**src/rtl/tl_sensor_cond.sv**
```systemverilog
// Detector debounce + per-lane saturating queue counters feeding Ta/Tal/Tb/Tbl.
// Define TL_SENSOR_SYNC_EN to add a 2-flop synchronizer on each arr_* input (+2 cycles latency).
module tl_sensor_cond #(
  parameter int DB_CYCLES = 4,
  parameter int CNT_W     = 4
) (
  input  logic             clk,
  input  logic             reset,
  input  logic             arr_a,
  input  logic             arr_al,
  input  logic             arr_b,
  input  logic             arr_bl,
  input  logic             dep_a,
  input  logic             dep_al,
  input  logic             dep_b,
  input  logic             dep_bl,
  output logic             Ta,
  output logic             Tal,
  output logic             Tb,
  output logic             Tbl,
  output logic [CNT_W-1:0] cnt_a,
  output logic [CNT_W-1:0] cnt_al,
  output logic [CNT_W-1:0] cnt_b,
  output logic [CNT_W-1:0] cnt_bl,
  output logic [3:0]       ovf
);

  localparam logic [3:0]       DB_LAST = 4'(DB_CYCLES - 1);
  localparam logic [CNT_W-1:0] CNT_MAX = {CNT_W{1'b1}};

  logic [3:0] arr_in;
  logic [3:0] dep_in;
  logic [3:0] raw;

  assign arr_in = {arr_bl, arr_b, arr_al, arr_a};
  assign dep_in = {dep_bl, dep_b, dep_al, dep_a};

`ifdef TL_SENSOR_SYNC_EN
  logic [3:0] sync1_q;
  logic [3:0] sync2_q;

  always_ff @(posedge clk) begin
    if (reset) begin
      sync1_q <= '0;
      sync2_q <= '0;
    end else begin
      sync1_q <= arr_in;
      sync2_q <= sync1_q;
    end
  end

  assign raw = sync2_q;
`else
  assign raw = arr_in;
`endif

  logic [3:0]       f_q, f_d;
  logic [3:0]       fprev_q;
  logic [3:0]       arr_ev;
  logic [3:0]       ovf_q, ovf_d;
  logic [3:0]       s_q   [4];
  logic [3:0]       s_d   [4];
  logic [CNT_W-1:0] cnt_q [4];
  logic [CNT_W-1:0] cnt_d [4];

  // One arrival per clean rising edge of the debounced level.
  assign arr_ev = f_q & ~fprev_q;

  always_comb begin
    f_d   = f_q;
    ovf_d = ovf_q;
    for (int i = 0; i < 4; i++) begin
      s_d[i]   = s_q[i];
      cnt_d[i] = cnt_q[i];

      if (raw[i] != f_q[i]) begin
        if (s_q[i] == DB_LAST) begin
          f_d[i] = raw[i];
          s_d[i] = '0;
        end else begin
          s_d[i] = s_q[i] + 4'd1;
        end
      end else begin
        s_d[i] = '0;
      end

      // Coincident arrival and departure cancel, even at 0 or full.
      case ({arr_ev[i], dep_in[i]})
        2'b10: begin
          if (cnt_q[i] == CNT_MAX) ovf_d[i] = 1'b1;
          else                     cnt_d[i] = cnt_q[i] + 1'b1;
        end
        2'b01: begin
          if (cnt_q[i] != '0) cnt_d[i] = cnt_q[i] - 1'b1;
        end
        default: ;
      endcase
    end
  end

  always_ff @(posedge clk) begin
    if (reset) begin
      f_q     <= '0;
      fprev_q <= '0;
      ovf_q   <= '0;
      for (int i = 0; i < 4; i++) begin
        s_q[i]   <= '0;
        cnt_q[i] <= '0;
      end
    end else begin
      f_q     <= f_d;
      fprev_q <= f_q;
      ovf_q   <= ovf_d;
      for (int i = 0; i < 4; i++) begin
        s_q[i]   <= s_d[i];
        cnt_q[i] <= cnt_d[i];
      end
    end
  end

  assign cnt_a  = cnt_q[0];
  assign cnt_al = cnt_q[1];
  assign cnt_b  = cnt_q[2];
  assign cnt_bl = cnt_q[3];
  assign Ta     = (cnt_q[0] != '0);
  assign Tal    = (cnt_q[1] != '0);
  assign Tb     = (cnt_q[2] != '0);
  assign Tbl    = (cnt_q[3] != '0);
  assign ovf    = ovf_q;

endmodule

```
**config.mk**
```make
export PLATFORM = sky130hd
export DESIGN_NAME = tl_sensor_cond
export DESIGN_NICKNAME = d
export VERILOG_FILES = /design/src/rtl/tl_sensor_cond.sv
export SDC_FILE = /design/constraint.sdc
export NUM_CORES = 1
export LEC_CHECK = 0
export ABC_AREA = 0
export CORE_MARGIN = 10
export CORE_UTILIZATION = 45
export CTS_CLUSTER_DIAMETER = 50
export DETAILED_ROUTE_END_ITERATION = 10
export PLACE_DENSITY = 0.74
export SYNTH_ARGS = -nofsm -noshare
export SYNTH_HDL_FRONTEND = slang
export SYNTH_SLANG_ARGS = --single-unit
```
**constraint.sdc**
```tcl
create_clock -name clk -period 2.3 [get_ports clk]
set_input_delay 0.575 -clock clk [delete_from_list [all_inputs] [get_ports clk]]
set_output_delay 0.575 -clock clk [all_outputs]
set_load 0.02 [all_outputs]
```
# --- After elaboration in Yosys (flattened, before gate mapping) ---
# Memories as Yosys holds them, arrays and structs flattened.
# Cells that the tools add are included.
totals:
  register_bits: 12
  mem_bits_rw: 32
  inputBits: 10
  word_cells: 96
  memories: 2
mem_list:
  columns: ["memory", "depth", "word_bits", "rd", "rd_ports_with_merged_regs", "wr", "line_no", "source"]
  rows:
  - ["cnt_q", 4, 4, 4, 0, 4, "63", "logic [CNT_W-1:0] cnt_q [4];"]
  - ["s_q", 4, 4, 4, 0, 4, "61", "logic [3:0] s_q [4];"]
op_classes:
  addsub: 12
  n_eq_ne: 20
  n_mux: 31
  bitwise_logic: 10
  reduce_logical: 12
op_table:
  columns: ["op", "n"]
  rows:
  - ["$mux 4", 24]
  - ["$add 4x1->4 const B", 8]
  - ["$pmux 4 s2", 4]
  - ["$eq 4x2->1 const B", 4]
  - ["$eq 4x4->1 const B", 4]
  - ["$reduce_and 2->1", 8]
  - ["$reduce_bool 4->1", 4]
  - ["$sub 4x1->4 const B", 4]
  - ["$eq 2x1->1 const B", 4]
  - ["$eq 2x2->1 const B", 4]
  - ["$or 1x1->1", 8]
  - ["$and 4x4->4", 1]
  - ["$ne 1x1->1", 4]
  - ["$not 4->4", 1]
  - ["$mux 1", 3]

# --- Logic depth before layout (Yosys ltp) ---
depth:
  ltp_word: 5
  ltp_mapped: 9
  ltp_nobuf: 8

# --- Worst setup path after synthesis ---
# No wires, ideal clock.
synth_path:
  kind: "input to register"
  startpoint: "input dep_b"
  endpoint: "memory cnt_q[2][2], in the netlist cnt_q[0][10]"
  arrival_ns: 1.870
  slack_ns: 0.306
  stages: 8
  path_buffers: 1
  cell_sequence: "clkbuf_1 > nand2_1 > xnor2_1 > ha_1 > nor2_1 > and3_2 > o22ai_2 > mux2_1"
synth_lines:
  columns: ["item", "line_no", "source"]
  rows:
  - ["start, declared", "15", "input logic dep_b,"]
  - ["end, declared", "63", null]

==> results_dict.tcl <==
set metrics [dict create \
    finalCriticalPeriod_ns 2.15 \
    vias_per_cell 5.34 \
    total_power_uw 1830 \
    crit_cells 2 \
    crit_start "cnt_q[0][13]$_SDFFE_PP0P_" \
    post-route-util 0.597 \
    critPathMaxFanout 8 \
    route.detailed.drc 0 \
    h-tree-depth 2 \
    row_count 24 \
    fmax_ghz 0.465 \
    p_leak_uw 0.00103 \
    core_mm2 0.00444 \
    rsz0062_at_grt "false" \
    outcome "completed" \
    timing.rr.end "cnt_q[0][6]$_SDFFE_PP0P_" \
    finalNetCount 297 \
    yosysTopAreaCell "dfxtp_1" \
    via_count 1761 \
    grt_usage 0.114 \
    drt_iter0_markers 68 \
    diodes 0 \
    cts_tree "built" \
    place.port_buffers 33 \
    swShare 0.271 \
    setup_viol 0 \
    antenna_found_initial 0 \
    min_path_type "reg -> reg" \
    synth_top_area_frac 0.419 \
    clock_path_buffers 2 \
    io_pins 34 \
    drive_gt1_frac 0.119 \
    crit_path_top_delay_cell "or4_4" \
    synth_seq_cells 44 \
    power_frac_seq 0.453 \
    clockPowerShare 0.304 \
    cp-endpoint "Tbl" \
    r2r_slack_ns 0.32 \
    drv_cap 0 \
    critPathCaptureType "output port" \
    crit_family "simple AND/OR/NAND/NOR gates" \
    power_density_mw_per_mm2 689 \
    crit_path_max_incr_delay_ns 0.55 \
    start_kind "flip-flop" \
    ant_nets 0 \
    cts_sinks 44 \
    synth_most_common_cell "dfxtp_1" \
    synth_edf_count 0 \
    clockRootBuffer "clkbuf_8" \
    synth_area_leaders "dfxtp_1 42%, nor2_1 7.0%, xnor2_1 5.0%" \
    holdWs_ns 0.454 \
    ys_warn_count 0 \
    final.setup_skew_ns 0.00822 \
    critical_path.cell_chain "or4_4, dlygate4sd2_1" \
    worst_pin_slew_ns 0.374 \
    drv_slew 0 \
    synth_nets 254 \
    worstReg2RegStart "f_q[1]$_SDFFE_PP0P_" \
    grt-ovfl-total 0 \
    synth_cell_types 37 \
    clk_latency_ns 0.29 \
    rr_worst_depth 7 \
    clk_pin_slew_ns 0.08 \
    die_area_mm2 0.00781 \
    ir_drop_uv 359 \
    nFillCells 385 \
    cts_buffers 5 \
    dp_worst_setup_slack_ns -0.0930 \
    avgSynthCellArea_um2 8.92 \
    grt_pass1_vias 1593 \
    areaGrowthSynthToFinish_pct 26.2 \
    timing.slew.headroom 0.749 \
    die_y_um 88.4 \
    netlist_instances 236 \
    wl_um 4290 \
    worstPathRequired_ns 1.73 \
    post_cts_buffers 0 \
    fin_crit_sh 0.936 \
    ys_seq_area_frac 0.419 \
    yosys_most_used_dff "dfxtp_1" \
    drt-pass1-iter-count 4 \
    initial_core_util 0.474 \
    synth_area_mm2 0.00210 \
    hold_viol 0 \
    die_w_um 88.4 \
    power.internal_uw 1330 \
    detail_route.wl_per_cell_um 13.0 \
    worst_ep_arrival_time_ns 1.58 \
    synthArstFlopShare 0 \
    gp_congestion 0.824 \
    grt_pass1_wl_um 7170 \
    crit_buf_inv 1 \
    finalWorstSetupSlack_ns 0.147 \
    synth_common_cells "44 x dfxtp_1, 39 x nor2_1, 16 x nand3_1" \
    grt_start_max_net_pins 37 \
    switchingPower_uw 496 \
    crit_type "reg -> out" \
    p_comb_frac 0.243 \
    hpwl_um 3150 \
]
-- cells by family (layout without fill, tap and decap cells) --
logic type | Yosys count | in the layout | share of synthesized area
xor+xnor | 16 | 16 | 0.0666
flops | 44 | 44 | 0.419
fa+ha+maj | 8 | 8 | 0.0476
buf+inv | 14 | 56 | 0.0303
mux | 8 | 8 | 0.0404
simple gates | 114 | 114 | 0.297
compound gates | 32 | 32 | 0.0993
-- metrics by stage --
| step | setup TNS, ns | cell area, um^2 | instances |
|---|---|---|---|
| floorplan | 0 | 2100 | 236 |
| global placement | 0 | 2560 | 324 |
| detailed placement | -0.0930 | 2560 | 324 |
| CTS | 0 | 2660 | 330 |
| global route | 0 | 2660 | 330 |
| finish | 0 | 2660 | 330 |
-- cells in the final DEF (no fill, tap or decap), types with 2 or more instances in the layout --
| master | Yosys | layout |
|---|---|---|
| a21boi_0 | 7 | 7 |
| a21oi_1 | 12 | 12 |
| a31oi_1 | 3 | 3 |
| and3_1 | 3 | 3 |
| and3_4 | 3 | 3 |
| and4_1 | 3 | 3 |
| buf_4 | 1 | 12 |
| clkbuf_8 | 0 | 5 |
| clkdlybuf4s50_1 | 0 | 29 |
| dfxtp_1 | 44 | 44 |
| dlygate4sd2_1 | 0 | 4 |
| ha_1 | 8 | 8 |
| inv_1 | 4 | 4 |
| mux2_1 | 3 | 3 |
| mux2i_1 | 4 | 4 |
| nand2_1 | 4 | 4 |
| nand2b_1 | 4 | 4 |
| nand3_1 | 16 | 16 |
| nor2_1 | 39 | 39 |
| nor2b_1 | 7 | 7 |
| nor3_1 | 14 | 14 |
| nor3b_1 | 4 | 4 |
| o21ai_0 | 4 | 4 |
| o22ai_2 | 2 | 2 |
| or3_1 | 8 | 8 |
| or4_4 | 4 | 4 |
| xnor2_1 | 12 | 12 |
| xor2_1 | 4 | 4 |
-- metal layers --
layer / wire [um] / GRT usage
met4: 57 / 0.0441
met3: 241 / 0.0358
met1: 1980 / 0.128
met2: 2010 / 0.196
met5: 0 / 0
-- final cells by class --
class                      count  area [um^2]  share of cell area
clock buffer                   5         68.8              0.0259
clock inverter                 1         30.0              0.0113
inverter                       4         15.0             0.00566
multi-input combinational    178         1160               0.437
sequential                    44          881               0.332
tap                           52         65.1              0.0245
timing repair buffer          46          435               0.164
-- power by group through the flow --
stage / Clock [uW] / Combinational [uW] / Sequential (uW)
finish: 555 / 444 / 829
global route: 602 / 485 / 835
CTS: 577 / 450 / 829
detailed placement: 0 / 463 / 847
global placement: 0 / 462 / 846
floorplan: 0 / 233 / 886
-- registers in the layout, indices dropped and copies added, names as in the netlist --
signal,flops
f_q,4
cnt_q,16
s_q,16
fprev_q,4
ovf,4
-- worst min path at each step --
stage | start | endpoint | slack (ns) | depth (start not counted)
2_1_floorplan | s_q[0][0]$_SDFF_PP0_ | s_q[0][0]$_SDFF_PP0_ | 0.42 | 1
3_3_place_gp | s_q[3][0]$_SDFF_PP0_ | s_q[3][0]$_SDFF_PP0_ | 0.43 | 1
3_5_place_dp | s_q[2][0]$_SDFF_PP0_ | s_q[2][0]$_SDFF_PP0_ | 0.44 | 1
4_1_cts | s_q[0][0]$_SDFF_PP0_ | s_q[0][0]$_SDFF_PP0_ | 0.45 | 1
5_1_grt | s_q[0][0]$_SDFF_PP0_ | s_q[0][0]$_SDFF_PP0_ | 0.49 | 1
6_report | s_q[0][0]$_SDFF_PP0_ | s_q[0][0]$_SDFF_PP0_ | 0.45 | 1
-- timing repair --
| action | 4_1_cts | 5_1_grt |
|---|---|---|
| setup endpoints to repair | 4 | 0 |
| hold buffers | 0 | 0 |
| resized for setup | 4 | 0 |
Power figures use the tool's default switching activity.
